File: src/rtl/alu_arbiter_if.sv
// Handshake bundle between two ALU requesters, one result consumer and the arbiter.
// The master side drives requests and rsp_ready; the slave side is the arbiter.
interface alu_arbiter_if #(
  parameter int WIDTH = 32
);
  logic             req0_valid;
  logic             req0_ready;
  logic [WIDTH-1:0] req0_a;
  logic [WIDTH-1:0] req0_b;
  logic [2:0]       req0_ctrl;

  logic             req1_valid;
  logic             req1_ready;
  logic [WIDTH-1:0] req1_a;
  logic [WIDTH-1:0] req1_b;
  logic [2:0]       req1_ctrl;

  logic             rsp_valid;
  logic             rsp_ready;
  logic [WIDTH-1:0] rsp_out;
  logic             rsp_zero;
  logic             rsp_id;

  modport master (
    output req0_valid, req0_a, req0_b, req0_ctrl,
    output req1_valid, req1_a, req1_b, req1_ctrl,
    output rsp_ready,
    input  req0_ready, req1_ready,
    input  rsp_valid, rsp_out, rsp_zero, rsp_id
  );

  modport slave (
    input  req0_valid, req0_a, req0_b, req0_ctrl,
    input  req1_valid, req1_a, req1_b, req1_ctrl,
    input  rsp_ready,
    output req0_ready, req1_ready,
    output rsp_valid, rsp_out, rsp_zero, rsp_id
  );
endinterface

File: src/rtl/alu_arbiter.sv
// Two-requester round-robin front end for a single shared ALU.
// Each operation runs IDLE (grant/capture) -> EXEC (compute) -> RESP (hold until taken).
module alu_arbiter #(
  parameter int WIDTH = 32
) (
  input  logic           clk,
  input  logic           rst_n,
  alu_arbiter_if.slave   bus
);

  typedef enum logic [1:0] {
    IDLE = 2'b00,
    EXEC = 2'b01,
    RESP = 2'b10
  } state_t;

  state_t           state_r;
  state_t           state_s;
  logic             ptr_r;
  logic [WIDTH-1:0] a_r;
  logic [WIDTH-1:0] b_r;
  logic [2:0]       ctrl_r;
  logic             id_r;
  logic [WIDTH-1:0] out_r;
  logic             zero_r;
  logic             ready0_s;
  logic             ready1_s;
  logic [WIDTH-1:0] alu_s;

  // Shift amount is always b[4:0]; sra fills with the operand sign bit.
  function automatic logic [WIDTH-1:0] alu_f(
    input logic [2:0]       op,
    input logic [WIDTH-1:0] a,
    input logic [WIDTH-1:0] b
  );
    logic [4:0]       sh;
    logic [WIDTH-1:0] r;
    sh = b[4:0];
    case (op)
      3'b000:  r = a + b;
      3'b001:  r = a - b;
      3'b010:  r = a & b;
      3'b011:  r = a | b;
      3'b100:  r = a << sh;
      3'b101:  r = a >> sh;
      3'b110:  r = $unsigned($signed(a) >>> sh);
      3'b111:  r = a ^ b;
      default: r = {WIDTH{1'b0}};
    endcase
    return r;
  endfunction

  assign alu_s = alu_f(ctrl_r, a_r, b_r);

  // Next-state and grant decode; ready is suppressed while reset is asserted.
  always_comb begin
    state_s  = state_r;
    ready0_s = 1'b0;
    ready1_s = 1'b0;
    case (state_r)
      IDLE: begin
        if (!rst_n) begin
          state_s = IDLE;
        end else if (bus.req0_valid && (!bus.req1_valid || !ptr_r)) begin
          ready0_s = 1'b1;
          state_s  = EXEC;
        end else if (bus.req1_valid) begin
          ready1_s = 1'b1;
          state_s  = EXEC;
        end else begin
          state_s = IDLE;
        end
      end
      EXEC: state_s = RESP;
      RESP: begin
        if (bus.rsp_ready) begin
          state_s = IDLE;
        end else begin
          state_s = RESP;
        end
      end
      default: state_s = IDLE;
    endcase
  end

  // State, operand capture, result register and round-robin pointer.
  always_ff @(posedge clk) begin
    if (!rst_n) begin
      state_r <= IDLE;
      ptr_r   <= 1'b0;
      a_r     <= {WIDTH{1'b0}};
      b_r     <= {WIDTH{1'b0}};
      ctrl_r  <= 3'b000;
      id_r    <= 1'b0;
      out_r   <= {WIDTH{1'b0}};
      zero_r  <= 1'b0;
    end else begin
      state_r <= state_s;
      if (ready0_s || ready1_s) begin
        a_r    <= ready1_s ? bus.req1_a    : bus.req0_a;
        b_r    <= ready1_s ? bus.req1_b    : bus.req0_b;
        ctrl_r <= ready1_s ? bus.req1_ctrl : bus.req0_ctrl;
        id_r   <= ready1_s;
      end
      if (state_r == EXEC) begin
        out_r  <= alu_s;
        zero_r <= (alu_s == {WIDTH{1'b0}});
      end
      // Hand priority to the requester that was not just served.
      if ((state_r == RESP) && bus.rsp_ready) begin
        ptr_r <= ~id_r;
      end
    end
  end

  assign bus.req0_ready = ready0_s;
  assign bus.req1_ready = ready1_s;
  assign bus.rsp_valid  = (state_r == RESP);
  assign bus.rsp_out    = out_r;
  assign bus.rsp_zero   = zero_r;
  assign bus.rsp_id     = id_r;

endmodule
File: src/flat_wrapper.sv
// flat-port wrapper written by rule: the top's interface ports become plain ports
module alu_arbiter_flat 
#(
  parameter int WIDTH = 32
)
  (clk, rst_n, bus_req0_valid, bus_req0_a, bus_req0_b, bus_req0_ctrl, bus_req1_valid, bus_req1_a, bus_req1_b, bus_req1_ctrl, bus_rsp_ready, bus_req0_ready, bus_req1_ready, bus_rsp_valid, bus_rsp_out, bus_rsp_zero, bus_rsp_id);
  alu_arbiter_if #(.WIDTH(WIDTH)) bus_i ();
  input  logic clk;
  input  logic rst_n;
  input wire logic [$bits(bus_i.req0_valid)-1:0] bus_req0_valid;
  input wire logic [$bits(bus_i.req0_a)-1:0] bus_req0_a;
  input wire logic [$bits(bus_i.req0_b)-1:0] bus_req0_b;
  input wire logic [$bits(bus_i.req0_ctrl)-1:0] bus_req0_ctrl;
  input wire logic [$bits(bus_i.req1_valid)-1:0] bus_req1_valid;
  input wire logic [$bits(bus_i.req1_a)-1:0] bus_req1_a;
  input wire logic [$bits(bus_i.req1_b)-1:0] bus_req1_b;
  input wire logic [$bits(bus_i.req1_ctrl)-1:0] bus_req1_ctrl;
  input wire logic [$bits(bus_i.rsp_ready)-1:0] bus_rsp_ready;
  output wire logic [$bits(bus_i.req0_ready)-1:0] bus_req0_ready;
  output wire logic [$bits(bus_i.req1_ready)-1:0] bus_req1_ready;
  output wire logic [$bits(bus_i.rsp_valid)-1:0] bus_rsp_valid;
  output wire logic [$bits(bus_i.rsp_out)-1:0] bus_rsp_out;
  output wire logic [$bits(bus_i.rsp_zero)-1:0] bus_rsp_zero;
  output wire logic [$bits(bus_i.rsp_id)-1:0] bus_rsp_id;
  assign bus_i.req0_valid = bus_req0_valid;
  assign bus_i.req0_a = bus_req0_a;
  assign bus_i.req0_b = bus_req0_b;
  assign bus_i.req0_ctrl = bus_req0_ctrl;
  assign bus_i.req1_valid = bus_req1_valid;
  assign bus_i.req1_a = bus_req1_a;
  assign bus_i.req1_b = bus_req1_b;
  assign bus_i.req1_ctrl = bus_req1_ctrl;
  assign bus_i.rsp_ready = bus_rsp_ready;
  assign bus_req0_ready = bus_i.req0_ready;
  assign bus_req1_ready = bus_i.req1_ready;
  assign bus_rsp_valid = bus_i.rsp_valid;
  assign bus_rsp_out = bus_i.rsp_out;
  assign bus_rsp_zero = bus_i.rsp_zero;
  assign bus_rsp_id = bus_i.rsp_id;
  alu_arbiter #(.WIDTH(WIDTH)) u_core (.clk(clk), .rst_n(rst_n), .bus(bus_i));
endmodule
File: config.mk
export PLATFORM = sky130hd
export DESIGN_NAME = alu_arbiter_flat
export DESIGN_NICKNAME = d
export VERILOG_FILES = /design/src/rtl/alu_arbiter_if.sv /design/src/rtl/alu_arbiter.sv /design/src/flat_wrapper.sv
export SDC_FILE = /design/constraint.sdc
export NUM_CORES = 1
export LEC_CHECK = 0
export BUFFER_PORTS_ARGS = -buffer_cell sky130_fd_sc_hd__buf_4
export CAP_MARGIN = 25
export CORE_ASPECT_RATIO = 1.75
export CORE_MARGIN = 3
export CORE_UTILIZATION = 40
export CTS_CLUSTER_DIAMETER = 60
export DETAILED_ROUTE_END_ITERATION = 8
export PLACE_DENSITY = 0.59
export SYNTH_ARGS = -nofsm -noshare
export SYNTH_HDL_FRONTEND = slang
export SYNTH_SLANG_ARGS = --single-unit
File: constraint.sdc
create_clock -name clk -period 4.7 [get_ports clk]
set_input_delay 0.47 -clock clk [delete_from_list [all_inputs] [get_ports clk]]
set_output_delay 0.47 -clock clk [all_outputs]
set_load 0.01 [all_outputs]
== Yosys cells after proc, flatten, opt, wreduce, memory -nomap -nowiden ==
Index checks and enable logic that the tools add are counted.
Cells by class
  bitwise gates (word level): 4
  reduce and logical (&&, ||, !) cells: 9
  shift operators: 3
  eq/ne operators: 9
  muxes and demuxes: 15
  add/sub/neg operators: 2
Operators with widths (count)
  one-hot mux 32 bit (8 select lines): 1
  2-to-1 mux 32 bit: 2
  adder 32 bit: 1
  AND 32 bit: 1
  zero test 32 bit: 1
  bitwise OR 32 bit: 1
  << shifter 32 x 5 -> 32 bit: 1
  >> shifter 32 x 5 -> 32 bit: 1
  >>> shifter 32 x 5 -> 32 bit: 1
  subtractor 32 bit: 1
  XOR 32 bit: 1
  equality test 3 bit, second input constant: 4
  2-to-1 mux 1 bit: 8
  equality test 3 x 2 -> 1 bit, second input constant: 2
  one-hot mux 2 bit (3 select lines): 1
  2-to-1 mux 2 bit: 2
  equality test 3 x 1 -> 1 bit, second input constant: 1
  zero test 3 bit: 1
  2-to-1 mux 3 bit: 1
  equality test 2 x 1 -> 1 bit, second input constant: 1
  equality test 2 bit, second input constant: 1
  logical AND 1 bit: 2
  zero test 1 bit: 2
  zero test 2 bit: 1
  other kinds (2): 3
Storage, ports and cells
  output and inout port bits: 37
  register bits after elaboration: 104
  logic and storage cells: 50
  input port bits: 139

== Depth between registers and ports, before layout ==
Gate-level depths: netlist (run 1).
  depth in word-level cells: 7
  gate-level depth with buffers: 24

== Worst setup path before layout (run 1) ==
Ideal clock, no wire load.
  path kind: reg-to-reg
  start: register u_core.b_r[0]
  end: register u_core.zero_r, in the netlist u_core.bus.rsp_zero
  required time: 4.641 ns
  setup slack: -0.142 ns
  stages on the path, launching flop included: 23
  arrival: 4.783 ns
  buffers on the path: 5
  period minus slack after synthesis: 4.842 ns
  path through: dfxtp_1 -> buf_2 -> inv_2 -> buf_2 -> buf_2 -> buf_2 -> ha_1 -> and3_1 -> nand3_1 -> nor3_1 -> a31oi_1 -> xnor2_1 -> ha_1 -> clkbuf_1 -> a21o_1 -> a2111oi_0 -> o41a_1 -> o21ai_0 -> xor2_1 -> a2111oi_0 -> nand4_1 -> nor4_1 -> a31o_1
On the way
  word-level cells in the longest chain between the ends: 3
  elaborated cells between the ends (all ways): 10
  classes of those cells: 2 x add/sub; 3 x shift; 1 x mux; 3 x bitwise; 1 x reduce/logical
Ends and longest elaborated chain
  start: declaration: line alu_arbiter.sv:21  | logic [WIDTH-1:0] b_r;
  start signal: assignment: line alu_arbiter.sv:92  | b_r <= {WIDTH{1'b0}};
  start signal: assignment: line alu_arbiter.sv:101  | b_r <= ready1_s ? bus.req1_b : bus.req0_b;
  subtractor 32 bit, or another cell as far along: line alu_arbiter.sv:41  | 3'b001: r = a - b;
  one-hot mux 32 bit (8 select lines) (*): line alu_arbiter.sv:39  | case (op)
  zero test 32 bit (*): line alu_arbiter.sv:107  | zero_r <= (alu_s == {WIDTH{1'b0}});
  end signal: assignment: line alu_arbiter.sv:107
  end: declaration: line alu_arbiter.sv:25  | logic zero_r;
Every way passes the cells marked *; elsewhere a longest branch is shown, timed or not.
A chain may end at the register's enable or synchronous reset.

== Worst setup path after layout (run 1) ==
  start: register u_core.b_r[10]
  end: register u_core.zero_r, in the netlist u_core.bus.rsp_zero
On the way
  word-level cells in the longest chain between the ends: 3
  elaborated cells between the ends (all ways): 7
  classes of those cells: 2 x add/sub; 1 x mux; 3 x bitwise; 1 x reduce/logical
Ends and longest elaborated chain (line)
  subtractor 32 bit, or another cell as far along: alu_arbiter.sv:41
  one-hot mux 32 bit (8 select lines) (*): alu_arbiter.sv:39
  zero test 32 bit (*): alu_arbiter.sv:107
Marks and branches as above.

==> results by stage, run 1 <==
Outcome:
- The run finished with clean final reports.

Yosys:
- The cell area that synthesis handed to floorplanning was 13,300 sq um.
- Counting every instance in the synthesized netlist gives 1,739.
- The count of warnings emitted by yosys is 0.
- A synthesized cell averages 7.66 sq um.
- The leading register cell type out of synthesis is sky130_fd_sc_hd__dfxtp_1.
- The net count of the mapped netlist is 1,976.
- The register bit total from synthesis is 104.
- The synthesized netlist contains 84 unique library cells.
- The part of the Yosys area used for sequential elements is 15.6%.
- Counting flops with a built-in enable in the synthesized netlist gives 0.
- In the synthesized netlist the async set-or-reset flop fraction comes to 0%.

Worst setup path:
- The slowest stage of the critical path belongs to the cell sky130_fd_sc_hd__nor4_4.
- The largest fanout on the critical path is 4.
- The number of logic stages on the critical path including buffering is 21.
- The origin of the critical flop-to-flop path is u_core.b_r[10]$_SDFFE_PN0P_.
- Grouping stages by cell kind, the critical path spends the most delay in simple AND/OR/NAND/NOR gates.
- The endpoint identified for the worst register-to-register timing path is u_core.bus.rsp_zero$_SDFFE_PN0N_.
- The reg2reg setup slack is 0.04 ns.
- The most numerous cell type found on the critical path is sky130_fd_sc_hd__nand4_1.
- At the worst endpoint, the arrival time is 5.01 ns.
- The sort of element at the end of the critical path is a register.
- The end point of the critical path is u_core.bus.rsp_zero$_SDFFE_PN0N_.
- The worst setup path is launched from a register.
- The number of buffers and inverters on the critical path is 4.
- The class of the most critical setup path is reg2reg.
- At the worst endpoint, the required time is 5.05 ns.
- The signal on the critical path passes through inv_2 > nand4_1 > nor4_4 > nand3_2 > nor3_4 > a31oi_2 > xnor2_1 > ha_1 > buf_6 > nand4_1 > inv_1 > nand4_1 > a311oi_2 > buf_4 > nor3_2 > o21ai_1 > o31ai_2 > a221oi_2 > nand4_1 > nor4_2 > a31o_1.
- The worst setup path startpoint is u_core.b_r[10]$_SDFFE_PN0P_.
- In this design, the stage delay of the slowest critical-path cell is 0.42 ns.
- Measured in cells, the most critical reg-to-reg path has a length of 21.

Power:
- Summed over all cells, the static leakage comes to 6.51 nW.
- VDD sags by at most 0.198 mV.
- Power spread over the standard cell area amounts to 291 nW/um^2.

Die:
- From bottom edge to top edge, the die measures 247 um.
- The chip width is 144 um.
- The count of pins on the block boundary is 176.
- The initial utilization of the core area, before any placement, comes to 41.0%.
- The core box area is 32,500 sq um.
- The die area is 35,600 sq um.
- After floorplanning, the core was divided into 87 placement rows.

Clock tree:
- The CTS root buffer is sky130_fd_sc_hd__clkbuf_16.
- TritonCTS built the clock tree.
- The number of buffers on the longest clock path is 2.
- The number of clock buffers added by TritonCTS is 9.
- Hold repair after CTS inserted 0 buffers.
- The clock edge transition at the registers on the reported setup and hold paths is 0.09 ns.
- Counting every sink on the clock net gives 104.
- At the later pin of the worst-skew pair, clock insertion delay measures 0.40 ns.
- The number of H-tree levels is 3.

Run:
- The number of max-cap violations is 0.

Detailed routing:
- The wire length per cell is 29.7 um.
- The DRC violation total after the first TritonRoute iteration is 1,722.
- The routed wire length is 69,600 um.
- The count of nets left with antenna violations once routing finished came out at 0.
- For this run, design rule violations remaining after detail routing come to 0.
- The first detailed-routing pass took 7 iterations.
- Dividing the detail-routed via count by the number of cells gives 6.69.
- The total via count in the routed design is 15,683.

Global routing:
- Summed over all layers, the global routing overflow is 0.
- Entering global routing, the biggest net connects 113 pins.
- The global-route total usage across every layer is 38.4%.
- The first-pass GRT wire length is 100,000 um.
- The number of global-route vias before repair is 14,933.
- The number of antenna violations at the first check in global routing is 2.

Timing:
- The number of failing setup endpoints in the final timing report is 0.
- The number of pins exceeding their max-slew limit in the final report came to 0.
- The number of failing hold endpoints at the final stage was 0.
- On the final layout, the worst clock skew is 0.0177 ns.
- Dividing the final minimum period by the clock period gives 99.1%.
- The measured slew at the worst slew-check pin is 0.951 ns.
- The worst hold slack is 0.280 ns.
- The fmax is 215 MHz.
- The relative slew slack is 34.9%.
- The worst path in the final design needs a cycle of 4.66 ns, including I/O delays and setup.

Hold path:
- The path type of the worst min-delay path is in2reg.

Placement:
- The final HPWL from detailed placement is 54,400 um.
- At the end of routability-driven placement, the weighted congestion stood at 1.10.
- Once placement finished, the instance area stood at 15,800 sq um.
- The count of input and output buffers is 175.

Layout:
- The post-route netlist has 27.1% of its cells at a drive strength greater than 1.
- The area added between synthesis and finish is 22.9%.
- The layout has 3,273 filler cells.
- Leaving out fill and tap cells, the most frequent cells in the layout are sky130_fd_sc_hd__buf_4 (357), sky130_fd_sc_hd__nand2_1 (198), sky130_fd_sc_hd__a21oi_1 (178).
- The finished layout cell area is 16,400 sq um.
- The most common cell after layout, fill and taps aside is sky130_fd_sc_hd__buf_4.
- The number of nets in the finished design is 2,174.
## flip-flops by register name (all words and copies together) (netlist names)
register,count
u_core.bus.rsp_zero,1
u_core.ptr_r,1
u_core.ctrl_r,3
u_core.bus.rsp_out,32
u_core.state_r,2
u_core.bus.rsp_id,1
u_core.a_r,32
u_core.b_r,32
## cell families (layout without fill, tap and decap cells)
kind of cell | Yosys count | count (layout) | synth area share (%)
compound gates | 571 | 571 | 28.9
xor+xnor | 45 | 45 | 2.96
fa+ha+maj | 98 | 98 | 9.26
buf+inv | 257 | 460 | 7.97
flops | 104 | 104 | 15.6
mux | 144 | 144 | 17.2
other cells | 0 | 1 | 0
simple gates | 520 | 520 | 18.0
## stage by stage
stage          worst slack, ns  total power, mW  cells  utilization, %  setup TNS (ns)
6_report                0.0418             4.76   2343            50.3               0
5_1_grt                -0.0317             4.98   2342            50.3         -0.0317
4_1_cts                 0.0377             4.62   2330            49.8               0
3_5_place_dp            -0.471             3.75   2314            48.6           -1.19
3_3_place_gp            -0.367             3.74   2313            48.6          -0.659
2_1_floorplan           0.0223             2.57   1739               -               0
## what timing repair did
item                       CTS  global route
gates cloned                 0             0
buffers inserted             0            11
setup endpoints to repair    5             2
pin swaps                    1            18
gates resized for setup     12            24
hold endpoints to repair     0             0
## where the power goes
group | internal [mW] | switching [mW] | leakage (nW)
combinational | 1.20 | 1.65 | 5.50
sequential | 0.956 | 0.102 | 0.855
clock | 0.389 | 0.466 | 0.153
## worst register-to-register path, cell delays in order, from the launching register on
cell and delay (ns):
sky130_fd_sc_hd__dfxtp_1 0.36, sky130_fd_sc_hd__inv_2 0.09, sky130_fd_sc_hd__nand4_1 0.23, sky130_fd_sc_hd__nor4_4 0.42, sky130_fd_sc_hd__nand3_2 0.23, sky130_fd_sc_hd__nor3_4 0.29, sky130_fd_sc_hd__a31oi_2 0.13, sky130_fd_sc_hd__xnor2_1 0.17
sky130_fd_sc_hd__ha_1 0.33, sky130_fd_sc_hd__buf_6 0.10, sky130_fd_sc_hd__nand4_1 0.11, sky130_fd_sc_hd__inv_1 0.12, sky130_fd_sc_hd__nand4_1 0.20, sky130_fd_sc_hd__a311oi_2 0.38, sky130_fd_sc_hd__buf_4 0.20, sky130_fd_sc_hd__nor3_2 0.06
sky130_fd_sc_hd__o21ai_1 0.15, sky130_fd_sc_hd__o31ai_2 0.10, sky130_fd_sc_hd__a221oi_2 0.32, sky130_fd_sc_hd__nand4_1 0.23, sky130_fd_sc_hd__nor4_2 0.26, sky130_fd_sc_hd__a31o_1 0.12
## cells in the mapped netlist, types with 5 or more instances
library cell	number	area share, %
sky130_fd_sc_hd__o21ai_0	81	3.0
sky130_fd_sc_hd__o211ai_1	12	0.68
sky130_fd_sc_hd__xor2_1	5	0.33
sky130_fd_sc_hd__o22ai_1	13	0.61
sky130_fd_sc_hd__and2_1	11	0.52
sky130_fd_sc_hd__o21ai_1	10	0.38
sky130_fd_sc_hd__mux2_2	21	1.8
sky130_fd_sc_hd__o211a_1	6	0.45
sky130_fd_sc_hd__a221oi_1	9	0.59
sky130_fd_sc_hd__buf_4	6	0.34
sky130_fd_sc_hd__nand3_1	38	1.4
sky130_fd_sc_hd__o31ai_1	15	0.84
sky130_fd_sc_hd__dfxtp_1	104	16
sky130_fd_sc_hd__xnor2_1	40	2.6
sky130_fd_sc_hd__buf_1	14	0.39
sky130_fd_sc_hd__a21o_1	15	0.84
sky130_fd_sc_hd__inv_1	75	2.1
sky130_fd_sc_hd__nor2b_1	11	0.52
sky130_fd_sc_hd__clkbuf_1	126	3.5
sky130_fd_sc_hd__mux2i_1	53	4.0
sky130_fd_sc_hd__o221ai_1	80	5.3
sky130_fd_sc_hd__o21a_1	6	0.34
sky130_fd_sc_hd__nor2_1	129	3.6
sky130_fd_sc_hd__or2_2	5	0.23
sky130_fd_sc_hd__o2111ai_1	7	0.46
sky130_fd_sc_hd__nand2_1	198	5.6
sky130_fd_sc_hd__nor3_1	30	1.1
sky130_fd_sc_hd__a211o_1	5	0.33
sky130_fd_sc_hd__nand4_1	24	1.1
sky130_fd_sc_hd__nand3b_1	9	0.51
sky130_fd_sc_hd__a31oi_1	16	0.75
sky130_fd_sc_hd__a22oi_1	9	0.51
sky130_fd_sc_hd__a311oi_1	8	0.53
sky130_fd_sc_hd__a211oi_1	34	1.9
sky130_fd_sc_hd__a21oi_1	181	6.8
sky130_fd_sc_hd__nor4_1	5	0.23
sky130_fd_sc_hd__a2111oi_0	7	0.46
sky130_fd_sc_hd__buf_2	27	1.0
sky130_fd_sc_hd__and3_1	21	0.99
sky130_fd_sc_hd__nand2b_1	12	0.56
sky130_fd_sc_hd__a221o_1	6	0.45
sky130_fd_sc_hd__ha_1	97	9.1
sky130_fd_sc_hd__or3_1	13	0.61
sky130_fd_sc_hd__mux4_2	66	11
## routing by layer
layer	wire (um)	global-route usage, %	up-vias
li1	-	-	6945
met1	25300	45.1	7544
met2	32500	62.7	939
met3	5450	7.13	255
met4	6240	26.2	0
met5	0	0	-
## final cells by class
cell class	count	area, sq um	share of cell area [%]
inverters	79	297	1.81
repair buffers	365	2800	17.1
diodes	1	2.50	0.0153
flip-flops and latches	104	2100	12.8
clock inverters	7	88.8	0.542
multi-input cells	1378	10400	63.3
well taps	400	500	3.05
clock buffers	9	225	1.37
## worst min path at each step
stage                     cells after the start                                  end                                 from
after floorplan                               2          u_core.b_r[15]$_SDFFE_PN0P_          u_core.b_r[15]$_SDFFE_PN0P_
after global placement                        2   u_core.bus.rsp_out[0]$_SDFFE_PN0N_   u_core.bus.rsp_out[0]$_SDFFE_PN0N_
after detailed placement                      2  u_core.bus.rsp_out[11]$_SDFFE_PN0N_  u_core.bus.rsp_out[11]$_SDFFE_PN0N_
after CTS                                     2            u_core.ptr_r$_SDFFE_PN0P_                        bus_rsp_ready
after global routing                          2            u_core.ptr_r$_SDFFE_PN0P_                        bus_rsp_ready
final                                         2            u_core.ptr_r$_SDFFE_PN0P_                        bus_rsp_ready
Power figures use the tool's default switching activity.
==> run 2: changes to the inputs <==
--- a/config.mk
+++ b/config.mk
@@ -11,5 +11,6 @@
 export CORE_MARGIN = 3
 export CORE_UTILIZATION = 40
-export CTS_CLUSTER_DIAMETER = 60
+export CTS_BUF_LIST = sky130_fd_sc_hd__clkbuf_8
+export CTS_CLUSTER_DIAMETER = 50
 export DETAILED_ROUTE_END_ITERATION = 8
 export PLACE_DENSITY = 0.59
==> constraint.sdc (replaced) <==
create_clock -name clk -period 4.7 [get_ports clk]
set_input_delay 0.47 -clock clk [delete_from_list [all_inputs] [get_ports clk]]
set_output_delay 0.47 -clock clk [all_outputs]
set_load 0.05 [all_outputs]
==> run 2 against run 1 <==
  * First-iteration DRC count shrank 6.4%
  * Clock power shrank 22%
  * Non-clock buffer count grew 1
  * Critical path depth shrank 1
  * Setup slack gained 0.028 ns
  * Sequential share of layout area grew 0.090 points
  * Cell area shrank 0.40%
  * Flip-flop and latch count is the same
  * Clock skew grew 0.0036 ns
  * Wire length shrank 0.18%
  * Critical path type unchanged
  * Highest routed layer is now met5
==> results by stage, run 2 (synthesized netlist as in run 1, its figures left out) <==
Power:
- The worst voltage drop across the vdd grid came to 0.158 mV (was 0.198 mV).
- The leakage power summed over all cells is 6.47 nW (was 6.51 nW).
- The clock network power share is 14.2% (was 18.0%).
- The power per standard cell area came to 287 nW/um^2 (was 291 nW/um^2).
- The relative contribution of combinational cells to total power is 63.2% (was 59.8%).
- The net switching power figure came to 2.30 mW (was 2.21 mW).
- The proportion of total power due to net switching is 49.1% (was 46.5%).
- The share of total power in sequential cells is 22.6% (was 22.2%).
- The design internal power came to 2.38 mW (was 2.55 mW).

Hold path:
- The hold path startpoint is bus_rsp_ready (unchanged).
- The path type of the worst min-delay path is in2reg (unchanged).
- The hold path depth is 2 (unchanged).
- The terminating pin of the worst hold path is u_core.ptr_r$_SDFFE_PN0P_ (unchanged).

Layout:
- The area of the multi-input gates was 10,400 sq um (about the same).
- The count of filler cells inserted in the layout came to 3,272 (was 3,273).
- The final cell count without fillers is 2,344 (was 2,343).
- The share of the core filled with cells is 50.1% (was 50.3%).
- The most common cell after layout, fill and taps aside is sky130_fd_sc_hd__buf_4 (unchanged).
- The fraction of final layout cells with drive strength greater than 1 was 27.3% (was 27.1%).
- The flip-flop and latch area was 2100 sq um (about the same).
- The finished layout cell area came to 16,300 sq um (was 16,400 sq um).
- The number of nets in the finished design is 2,175 (was 2,174).
- The area added between synthesis and finish is 22.4% (was 22.9%).
- Most frequent cells in the layout: sky130_fd_sc_hd__buf_4 (358), sky130_fd_sc_hd__nand2_1 (198), sky130_fd_sc_hd__a21oi_1 (178) (was sky130_fd_sc_hd__buf_4 (357), sky130_fd_sc_hd__nand2_1 (198), sky130_fd_sc_hd__a21oi_1 (178)).

Timing:
- The minimum clock period after layout is 4.63 ns (was 4.66 ns).
- The number of failing hold endpoints at the final stage is 0 (unchanged).
- The setup clock skew after layout is 0.0213 ns (was 0.0177 ns).
- The share of the clock period used by the worst path is 98.5% (was 99.1%).
- The relative slew slack is 32.9% (was 34.9%).
- The measured slew at the worst slew-check pin was 0.999 ns (was 0.951 ns).
- The fmax is 216 MHz (was 215 MHz).
- The number of pins exceeding their max-slew limit in the final report was 0 (unchanged).
- The number of failing setup endpoints in the final timing report came to 0 (unchanged).
- The worst hold slack was 0.223 ns (was 0.280 ns).

Die:
- The effective utilization at floorplan is 41.0% (unchanged).
- The core box area is 32,500 sq um (unchanged).
- The count of standard-cell rows is 87 (unchanged).
- The count of pins on the block boundary was 176 (unchanged).
- The chip width was 144 um (unchanged).
- The die area was 35,600 sq um (unchanged).
- The die extent in y is 247 um (unchanged).

Detailed routing:
- The via-per-instance ratio came to 6.67 (was 6.69).
- The routed wire length was 69,400 um (was 69,600 um).
- The total via count in the routed design is 15,630 (was 15,683).
- The wire length per cell came to 29.6 um (was 29.7 um).
- The number of detailed-routing iterations run before antenna repair was 6 (was 7).
- The DRC violation total after the first TritonRoute iteration is 1,611 (was 1,722).
- The count of antenna-violating nets left after detailed routing is 0 (unchanged).
- The DRC violations left was 0 (unchanged).

Placement:
- The area of placed instances is 15,800 sq um (unchanged).
- The final weighted congestion of routability-driven global placement was 1.10 (about the same).
- The final HPWL from detailed placement is 54,500 um (was 54,400 um).
- The total placed cells including tap cells is 2,314 (unchanged).
- The count of input and output buffers is 175 (unchanged).

Clock tree:
- The clock tree from TritonCTS is built (unchanged).
- The CTS root buffer is sky130_fd_sc_hd__clkbuf_8 (was sky130_fd_sc_hd__clkbuf_16).
- The total clock buffers created by CTS is 9 (unchanged).
- The post-cts hold buffer count is 0 (unchanged).
- The clock edge transition at the registers on the reported setup and hold paths is 0.14 ns (was 0.09 ns).
- The clock latency at the later pin of the worst-skew pair is 0.46 ns (was 0.40 ns).
- The number of clock sinks seen by CTS is 104 (unchanged).
- The number of H-tree levels is 3 (unchanged).
- The number of buffers on the longest clock path came to 2 (unchanged).

Global routing:
- The number of global-route vias before repair is 15,174 (was 14,933).
- The number of antenna violations at the first check in global routing is 2 (unchanged).
- The first-pass GRT wire length is 101,000 um (was 100,000 um).
- The global-route total usage across every layer is 38.4% (about the same).
- The overall overflow remaining after global route came to 0 (unchanged).
- The pin count of the biggest net entering global routing is 113 (unchanged).

Worst setup path:
- The end of the worst register-to-register path is u_core.bus.rsp_zero$_SDFFE_PN0N_ (unchanged).
- The origin of the critical flop-to-flop path is u_core.b_r[2]$_SDFFE_PN0P_ (was u_core.b_r[10]$_SDFFE_PN0P_).
- The worst reg2reg path depth is 20 (was 21).
- The sort of element at the end of the critical path is a register (unchanged).
- The reg2reg setup slack came to 0.07 ns (was 0.04 ns).
- The class of the most critical setup path is reg2reg (unchanged).
- The largest fanout on the critical path is 6 (was 4).
- The startpoint type of the worst setup path is a register (unchanged).
- The worst path required time is 5.12 ns (was 5.05 ns).
- The data arrival time of the critical path came to 5.05 ns (was 5.01 ns).

Run:
- The number of max-cap violations was 0 (unchanged).

Outcome:
- Outcome: finished clean (unchanged).
## run 2: changes by cell type in the layout (fill, tap and decap cells not counted), sizes merged
cell / delta
buf: +1
clkinv: +1
inv: -1
## run 2: worst max path at each step
| stage | startpoint | to | cells past startpoint |
|---|---|---|---|
| after detailed placement | u_core.b_r[2]$_SDFFE_PN0P_ | u_core.bus.rsp_zero$_SDFFE_PN0N_ | 20 |
| after CTS | u_core.b_r[2]$_SDFFE_PN0P_ | u_core.bus.rsp_zero$_SDFFE_PN0N_ | 16 |
| after global routing | u_core.b_r[8]$_SDFFE_PN0P_ | u_core.bus.rsp_zero$_SDFFE_PN0N_ | 19 |
| final | u_core.b_r[2]$_SDFFE_PN0P_ | u_core.bus.rsp_zero$_SDFFE_PN0N_ | 20 |
| after global placement | u_core.b_r[2]$_SDFFE_PN0P_ | u_core.bus.rsp_zero$_SDFFE_PN0N_ | 20 |
| after floorplan | u_core.b_r[0]$_SDFFE_PN0P_ | u_core.bus.rsp_zero$_SDFFE_PN0N_ | 22 |
## run 2: per-layer routing
layer	up-vias	global-route usage [%]	part of all wire, %
met3	234	5.51	7.5
met5	-	0	0.019
met4	2	26.1	8.6
met1	7534	45.4	36
met2	910	63.5	48
li1	6950	-	-
## run 2: power groups by stage
stage / clock network [mW] / registers (mW) / logic (mW)
floorplan: 0 / 1.15 / 1.52
global placement: 0 / 1.07 / 2.78
detailed placement: 0 / 1.07 / 2.79
CTS: 0.676 / 1.05 / 2.82
global route: 0.704 / 1.06 / 3.12
finish: 0.665 / 1.06 / 2.96
## run 2: metrics by stage
stage / power [mW] / setup TNS, ns / setup WS [ns]
detailed placement: 3.86 / -1.26 / -0.488
global route: 4.89 / -0.0708 / -0.0708
global placement: 3.85 / -0.662 / -0.381
finish: 4.68 / 0 / 0.0701
CTS: 4.55 / 0 / 0.00162
floorplan: 2.68 / 0 / 0.0218
## run 2: area by class of cell
| cell class | instances | area share [%] |
|---|---|---|
| tap | 400 | 3.07 |
| antenna | 1 | 0.0153 |
| sequential | 104 | 12.9 |
| clock buffer | 9 | 0.759 |
| inverter | 79 | 1.85 |
| clock inverter | 7 | 0.560 |
| multi-input combinational | 1378 | 63.6 |
| timing repair buffer | 366 | 17.2 |
## run 2: repair_timing
action,4_1_cts,5_1_grt
endpoints found under the setup margin,5,4
cloned,0,0
gates resized for setup,11,34
pin swaps,1,14
buffers inserted,0,12
endpoints found under the hold margin,0,0
## run 2: critical path: stages (launching register included)
cell and delay, ns:
sky130_fd_sc_hd__dfxtp_4 0.38, sky130_fd_sc_hd__nor4_2 0.42, sky130_fd_sc_hd__and3_2 0.33, sky130_fd_sc_hd__nand3_2 0.16, sky130_fd_sc_hd__nor3_2 0.20, sky130_fd_sc_hd__buf_4 0.15
sky130_fd_sc_hd__a21oi_1 0.08, sky130_fd_sc_hd__xnor2_1 0.15, sky130_fd_sc_hd__ha_2 0.39, sky130_fd_sc_hd__nand4_1 0.15, sky130_fd_sc_hd__inv_1 0.11, sky130_fd_sc_hd__nand4_1 0.20
sky130_fd_sc_hd__a311oi_2 0.36, sky130_fd_sc_hd__buf_4 0.21, sky130_fd_sc_hd__nor3_4 0.06, sky130_fd_sc_hd__o21ai_2 0.14, sky130_fd_sc_hd__o31ai_2 0.10, sky130_fd_sc_hd__a221oi_2 0.34
sky130_fd_sc_hd__nand4_1 0.25, sky130_fd_sc_hd__nor4_2 0.27, sky130_fd_sc_hd__a31o_1 0.12
